**config.mk**
```make
export PLATFORM = sky130hd
export DESIGN_NAME = scan_seq_2to4
export DESIGN_NICKNAME = d
export VERILOG_FILES = /design/src/rtl/scan_seq_2to4_pkg.sv /design/src/rtl/scan_seq_2to4_rr_next_sel.sv /design/src/rtl/scan_seq_2to4.sv
export SDC_FILE = /design/constraint.sdc
export NUM_CORES = 1
export LEC_CHECK = 0
export CORE_ASPECT_RATIO = 0.8
export CORE_MARGIN = 5
export CORE_UTILIZATION = 46
export DETAILED_ROUTE_END_ITERATION = 8
export GPL_TIMING_DRIVEN = 0
export PLACE_DENSITY_LB_ADDON = 0.15
export SLEW_MARGIN = 25
export SYNTH_ARGS = -nofsm -noshare
export SYNTH_HDL_FRONTEND = slang
export SYNTH_SLANG_ARGS = --single-unit
```
**constraint.sdc**
```tcl
create_clock -name i_clk -period 4.02 [get_ports i_clk]
set_input_delay 1.206 -clock i_clk [delete_from_list [all_inputs] [get_ports i_clk]]
set_output_delay 1.206 -clock i_clk [all_outputs]
set_load 0.005 [all_outputs]
```
**src/rtl/scan_seq_2to4_pkg.sv**
```systemverilog
// Shared definitions for the 2-to-4 decoder scan sequencer.
//   NCH     : number of decoder channels scanned
//   SEL_W   : width of the decoder select
//   state_t : sequencer FSM states
package scan_seq_2to4_pkg;

  localparam int NCH   = 4;
  localparam int SEL_W = 2;

  typedef enum logic [1:0] {
    ST_IDLE  = 2'd0,
    ST_BLANK = 2'd1,
    ST_DWELL = 2'd2
  } state_t;

endpackage

```
**src/rtl/scan_seq_2to4_rr_next_sel.sv**
```systemverilog
// Round-robin next-channel search (purely combinational).
// Ports:
//   i_cur   : current channel; search starts at (i_cur+1) mod NCH and
//             includes i_cur itself last
//   i_mask  : channel enables, bit i = 1 means channel i is eligible
//   o_nxt   : first eligible channel found (i_cur when none)
//   o_valid : at least one channel is eligible
//   o_wrap  : the search wrapped around (o_nxt <= i_cur); marks end of a frame
// Driving i_cur with NCH-1 makes the search start at channel 0, which gives
// the lowest enabled channel.
module rr_next_sel
  import scan_seq_2to4_pkg::*;
(
  input  logic [SEL_W-1:0] i_cur,
  input  logic [NCH-1:0]   i_mask,
  output logic [SEL_W-1:0] o_nxt,
  output logic             o_valid,
  output logic             o_wrap
);

  logic [SEL_W-1:0] w_idx;
  logic [SEL_W-1:0] w_nxt;

  // Walk candidates from farthest to nearest so the nearest eligible one wins.
  always_comb begin
    w_nxt = i_cur;
    w_idx = i_cur;
    for (int k = NCH; k >= 1; k--) begin
      w_idx = i_cur + SEL_W'(k);
      w_nxt = i_mask[w_idx] ? w_idx : w_nxt;
    end
  end

  assign o_nxt   = w_nxt;
  assign o_valid = |i_mask;
  assign o_wrap  = o_valid && (w_nxt <= i_cur);

endmodule

```
**src/rtl/scan_seq_2to4.sv**
```systemverilog
// Scan sequencer feeding a 2-to-4 decoder.
// Round-robin over the enabled channels: each channel gets BLANK_CYC cycles
// with the enable low (select settles) followed by div+1 cycles with the
// enable high. frame_done pulses on the edge where the scan wraps.
// Ports:
//   i_clk          : system clock, rising edge
//   i_rst          : asynchronous active-high reset
//   i_run          : level; 1 = scan, 0 = stop (return to idle next edge)
//   i_div          : dwell length minus 1, latched when a dwell starts
//   i_mask         : channel enables, sampled when a channel ends / at start
//   o_a            : registered decoder select
//   o_en           : registered decoder enable
//   o_frame_done   : registered one-cycle end-of-frame pulse
// BLANK_CYC must lie in 1..255 (8-bit blank counter).
module scan_seq_2to4
  import scan_seq_2to4_pkg::*;
#(
  parameter int DIV_W     = 16,
  parameter int BLANK_CYC = 2
) (
  input  logic             i_clk,
  input  logic             i_rst,
  input  logic             i_run,
  input  logic [DIV_W-1:0] i_div,
  input  logic [NCH-1:0]   i_mask,
  output logic [SEL_W-1:0] o_a,
  output logic             o_en,
  output logic             o_frame_done
);

  localparam logic [7:0] BLANK_LAST = 8'(BLANK_CYC - 1);

  state_t           r_state;
  logic [SEL_W-1:0] r_a;
  logic             r_en;
  logic             r_frame_done;
  logic [7:0]       r_blank_cnt;
  logic [DIV_W-1:0] r_dwell_cnt;

  state_t           w_state_nxt;
  logic [SEL_W-1:0] w_a_nxt;
  logic             w_en_nxt;
  logic             w_frame_done_nxt;
  logic [7:0]       w_blank_cnt_nxt;
  logic [DIV_W-1:0] w_dwell_cnt_nxt;

  logic [SEL_W-1:0] w_search_cur;
  logic [SEL_W-1:0] w_sel_nxt;
  logic             w_sel_valid;
  logic             w_sel_wrap;

  // From a dwell, search after the current channel; otherwise start from channel 0.
  assign w_search_cur = (r_state == ST_DWELL) ? r_a : SEL_W'(NCH - 1);

  rr_next_sel u_rr_next_sel (
    .i_cur   (w_search_cur),
    .i_mask  (i_mask),
    .o_nxt   (w_sel_nxt),
    .o_valid (w_sel_valid),
    .o_wrap  (w_sel_wrap)
  );

  // State, counter and output registers.
  always_ff @(posedge i_clk or posedge i_rst) begin
    if (i_rst) begin
      r_state      <= ST_IDLE;
      r_a          <= '0;
      r_en         <= 1'b0;
      r_frame_done <= 1'b0;
      r_blank_cnt  <= 8'd0;
      r_dwell_cnt  <= '0;
    end else begin
      r_state      <= w_state_nxt;
      r_a          <= w_a_nxt;
      r_en         <= w_en_nxt;
      r_frame_done <= w_frame_done_nxt;
      r_blank_cnt  <= w_blank_cnt_nxt;
      r_dwell_cnt  <= w_dwell_cnt_nxt;
    end
  end

  // Next-state and next-output logic; en and frame_done default low.
  always_comb begin
    w_state_nxt      = r_state;
    w_a_nxt          = r_a;
    w_en_nxt         = 1'b0;
    w_frame_done_nxt = 1'b0;
    w_blank_cnt_nxt  = r_blank_cnt;
    w_dwell_cnt_nxt  = r_dwell_cnt;

    if (!i_run) begin
      w_state_nxt = ST_IDLE;
    end else begin
      case (r_state)
        ST_IDLE: begin
          if (w_sel_valid) begin
            w_a_nxt         = w_sel_nxt;
            w_state_nxt     = ST_BLANK;
            w_blank_cnt_nxt = 8'd0;
          end else begin
            w_state_nxt = ST_IDLE;
          end
        end

        ST_BLANK: begin
          if (r_blank_cnt == BLANK_LAST) begin
            // div is captured once here so mid-dwell changes cannot stretch it.
            w_dwell_cnt_nxt = i_div;
            w_state_nxt     = ST_DWELL;
            w_en_nxt        = 1'b1;
          end else begin
            w_blank_cnt_nxt = r_blank_cnt + 8'd1;
          end
        end

        ST_DWELL: begin
          if (r_dwell_cnt == '0) begin
            if (w_sel_valid) begin
              w_a_nxt          = w_sel_nxt;
              w_state_nxt      = ST_BLANK;
              w_blank_cnt_nxt  = 8'd0;
              w_frame_done_nxt = w_sel_wrap;
            end else begin
              w_state_nxt = ST_IDLE;
            end
          end else begin
            w_en_nxt        = 1'b1;
            w_dwell_cnt_nxt = r_dwell_cnt - DIV_W'(1);
          end
        end

        default: begin
          w_state_nxt = ST_IDLE;
        end
      endcase
    end
  end

  assign o_a          = r_a;
  assign o_en         = r_en;
  assign o_frame_done = r_frame_done;

endmodule

```
==> results.rst <==
.. list-table::
   :header-rows: 1

   * - Metric
     - Value
   * - Share of the synthesized area in compound gates (AO/OA/AOI/OAI)
     - 26.0%
   * - Syn nets
     - 295
   * - IO Pins
     - 27
   * - Number of distinct standard cells referenced by the synthesized netlist
     - 65
   * - Max-Cap Viols
     - 0
   * - Per-cell routed wire length
     - 16.2 µm
   * - Chip width
     - 88.5 µm
   * - Clock sinks
     - 30
   * - Total chip power
     - 0.00155 W
   * - Worst R2R Path Depth
     - 10
   * - Deepest level of the CTS H-tree
     - 2
   * - Post-layout minimum cycle time
     - 2980 ps
   * - Crit path capture
     - o_frame_done
   * - FF-to-FF setup slack
     - 1410 ps
   * - Setup fix buffers added after clock tree synthesis
     - 0
   * - CTS tree
     - built
   * - Fraction of synthesized area in multiplexers
     - 1.38%
   * - Number of vias in the routed layout
     - 2141
   * - Port-buffer cells
     - 26
   * - Detailed placer's ending HPWL
     - 4160 µm
   * - Worst setup path startpoint
     - i_mask[1]
   * - Share of synthesized cell area in and, or, nand and nor gates
     - 27.2%
   * - Type of element capturing the critical path
     - register
   * - Cell Pwr Density
     - roughly 580 mW/mm²
   * - Setup violations, final
     - 0
   * - Post-DRT Antenna Nets
     - 0
   * - Slew of the pin with the lowest slew margin
     - 671 ps
   * - Post-cts resize count
     - 0
   * - Iteration count of the initial detailed-routing pass
     - 4
   * - Smallest setup slack after layout
     - 1040 ps
   * - Critical Setup Path Class
     - in -> reg
   * - Die Span Y
     - 72.8 µm
   * - Via density per instance
     - 6.03
   * - Achievable frequency
     - between 300 and 400 MHz
   * - Leakage power
     - 1.09 nW
   * - Reg clk slew, reported paths
     - 60 ps
   * - Clk Latency, worst-skew pair
     - about 280 ps
   * - Net count, final
     - 328
   * - Synthesized-area fraction occupied by xor and xnor cells
     - 0.386%
   * - Die Footprint
     - 0.00644 mm²
   * - Overflow after GRT
     - 0
   * - Pre-CTS worst setup slack
     - 809 ps
   * - # rows
     - 22
   * - Hold buffers post-CTS
     - 0
   * - Fraction of layout cells with a size suffix above 1
     - 10.8%
   * - Core area
     - 0.00468 mm²
   * - Run status
     - finished clean
   * - Number of buffers on the longest clock path
     - 2
   * - Critical path data required time
     - 4210 ps
   * - YS warnings
     - 0
   * - Classification of the worst-slack hold path
     - reg -> reg
   * - Largest stage delay on the critical path
     - 470 ps
   * - Antenna diode count
     - 0
   * - Pin count of the biggest net entering global routing
     - 31
   * - Maximum vdd ir drop
     - 385 µV
   * - Antenna violations before repair
     - 0
   * - Normalized max-slew margin
     - a little under three fifths
   * - Clk_skew
     - 5.42 ps
   * - Max FO, Critical Path
     - 5
   * - Primary flip-flop cell chosen by synthesis mapping
     - sky130_fd_sc_hd__dfrtp_1
   * - Post-synthesis instance total
     - 262
   * - DRC viols
     - 0
   * - Share of synthesized cell area in full adder, half adder and majority cells
     - 5.52%
   * - Filler Cells Inserted
     - approximately 450
   * - Mapped Area
     - 0.00227 mm²
   * - Largest family of logic cells by synthesized area
     - simple AND/OR/NAND/NOR gates
   * - Setup TNS after final layout
     - 0 ps
   * - Wire length of the first global-routing pass
     - approximately 9800 µm
   * - Capture point of the worst reg-to-reg path
     - o_frame_done
   * - Number of stages on the worst hold path
     - 1
   * - Fin. Hold Viols
     - 0
   * - Number of DRC violations after detailed-routing iteration 0
     - roughly 180
   * - Post-route clock period utilization
     - 74.2%
   * - Async set-reset flop share out of synthesis
     - 100%
   * - Aggregate routed wire length
     - 5760 µm
   * - Flip-flop and latch count after synthesis
     - 30
   * - Final RePlAce weighted congestion
     - about 0.85
   * - Synthesis-to-finish area growth
     - 18.2%
   * - Startpoint types
     - primary input
   * - Startpoint of the worst-slack reg-to-reg timing path
     - r_state[0]
   * - Initial standard-cell utilization of the core
     - 48.4%
   * - Critical-path cell with the highest stage delay
     - sky130_fd_sc_hd__clkdlybuf4s50_1
   * - Unrepaired setup endpoints after global routing
     - no
   * - Sequential share of the synthesized area
     - between 30% and 40%
   * - WP data arrival
     - 3170 ps
   * - Mean Syn Cell Area
     - 8.65 µm²
   * - Number of enable-type register cells in the synthesized netlist
     - 0
   * - All-layer global routing usage
     - 19.4%
   * - Count of final max-slew check failures
     - 0
   * - Number of global-route vias before repair
     - 1958
   * - Cell repeated most along the worst path
     - sky130_fd_sc_hd__a21oi_1
   * - TritonCTS buffer count
     - 5
   * - Root cell of the clock tree
     - sky130_fd_sc_hd__clkbuf_8
   * - Cell breakdown of the critical path
     - clkdlybuf4s50_1, and3b_1, a221oi_1, o22ai_1, a21oi_1, nand2b_1, ha_1, inv_1, a21oi_1, a21oi_1, nor3_1
## power breakdown
part	switching, W	internal, W
clock network	0.000112	0.000119
logic	0.000414	0.000350
registers	0.000141	0.000411
total	0.000667	0.000880
## layout by cell type (no fill, tap or decap), types with 3 or more instances in the layout
cell                               n
sky130_fd_sc_hd__a211oi_1          6
sky130_fd_sc_hd__a21o_1            4
sky130_fd_sc_hd__a21oi_1          10
sky130_fd_sc_hd__a2bb2oi_1         8
sky130_fd_sc_hd__a31oi_1           3
sky130_fd_sc_hd__and3_1            3
sky130_fd_sc_hd__buf_2             5
sky130_fd_sc_hd__buf_6             4
sky130_fd_sc_hd__clkbuf_1          6
sky130_fd_sc_hd__clkbuf_8          5
sky130_fd_sc_hd__clkdlybuf4s50_1  26
sky130_fd_sc_hd__dfrtp_1          30
sky130_fd_sc_hd__ha_1             10
sky130_fd_sc_hd__inv_1            13
sky130_fd_sc_hd__nand2_1          26
sky130_fd_sc_hd__nand2b_1          5
sky130_fd_sc_hd__nand3_1          13
sky130_fd_sc_hd__nor2_1           21
sky130_fd_sc_hd__nor2b_1           3
sky130_fd_sc_hd__nor3_1           14
sky130_fd_sc_hd__nor4_1            3
sky130_fd_sc_hd__o21ai_0          14
sky130_fd_sc_hd__o22a_1            8
sky130_fd_sc_hd__o22ai_1           5
sky130_fd_sc_hd__o31ai_1           4
## cells by family (layout without fill, tap and decap cells)
kind of cell	after synthesis	in the layout
compound gates	80	80
xor+xnor	1	1
fa+ha+maj	10	10
buf+inv	29	62
flops	30	30
mux	3	3
simple gates	109	109
## area by class of cell
class                   instances  area [µm²]  area share (%)
well taps                      60        75.1            2.80
plain buffers                  15        92.6            3.46
multi-input cells             203        1370            51.2
repair buffers                 26         260            9.72
clock buffers                   7        76.3            2.85
inverters                      14        52.6            1.96
flip-flops and latches         30         751            28.0
## Yosys cell counts (all sizes together) (2+ instances only)
cell type   n  share of area [%]
a21oi      10                2.2
o21ai      14                3.1
clkbuf      4               0.66
buf        11                3.4
nand2      26                4.3
o31ai       4                1.3
nor4b       2                1.7
o22a        9                3.5
nor2b       3               0.83
nand3      13                2.9
or3         2               0.77
a21o        4                1.3
nor4        5                2.3
mux2i       2               0.88
nor3       14                3.1
ha         10                5.5
o22ai       5                1.4
or2         3               0.83
o2111ai     2                1.0
nor2       22                3.8
and3        3               0.83
inv        14                2.3
a211oi      7                2.5
a31oi       3               0.83
a2bb2oi     9                3.8
nand2b      5                1.4
dfrtp      30                 33
## critical path, delay by kind of cell
family | cells | cell delay (ps)
adders and majority gates | 1 | 150
AOI/OAI and AO/OA | 5 | 790
buffers and inverters | 2 | 510
and+or+nand+nor | 3 | 510
## registers in the layout, indices dropped and copies added (netlist names)
name	count
o_a	2
o_en	1
o_frame_done	1
r_blank_cnt	8
r_dwell_cnt	16
r_state	2
## layer usage
| metal | GRT usage, % | wire [µm] | vias up |
|---|---|---|---|
| met1 | 29.6 | 2880 | 1015 |
| met4 | 6.04 | 67 | 0 |
| met5 | 0 | 0 | - |
| met3 | 4.06 | 383 | 6 |
| met2 | 27.0 | 2430 | 79 |
| li1 | - | - | 1041 |
## how the worst min path moves through the flow
| stage | start | end | slack (ps) |
|---|---|---|---|
| 6_report | r_dwell_cnt[0] | r_dwell_cnt[0] | 520 |
| 2_1_floorplan | r_dwell_cnt[0] | r_dwell_cnt[0] | 470 |
| 3_3_place_gp | r_dwell_cnt[0] | r_dwell_cnt[0] | 490 |
| 4_1_cts | r_dwell_cnt[0] | r_dwell_cnt[0] | 520 |
| 3_5_place_dp | r_dwell_cnt[0] | r_dwell_cnt[0] | 510 |
| 5_1_grt | r_dwell_cnt[0] | r_dwell_cnt[0] | 570 |
## stage by stage
step           util, %  std cells  instance area [µm²]  hold WS [ps]
2_1_floorplan        -        262                 2270           467
3_3_place_gp      55.6        348                 2600           493
3_5_place_dp      55.6        348                 2600           514
4_1_cts           57.2        355                 2680           523
5_1_grt           57.2        355                 2680           572
6_report          57.2        355                 2680           519
Note: power is estimated with default switching activity, not from simulation.
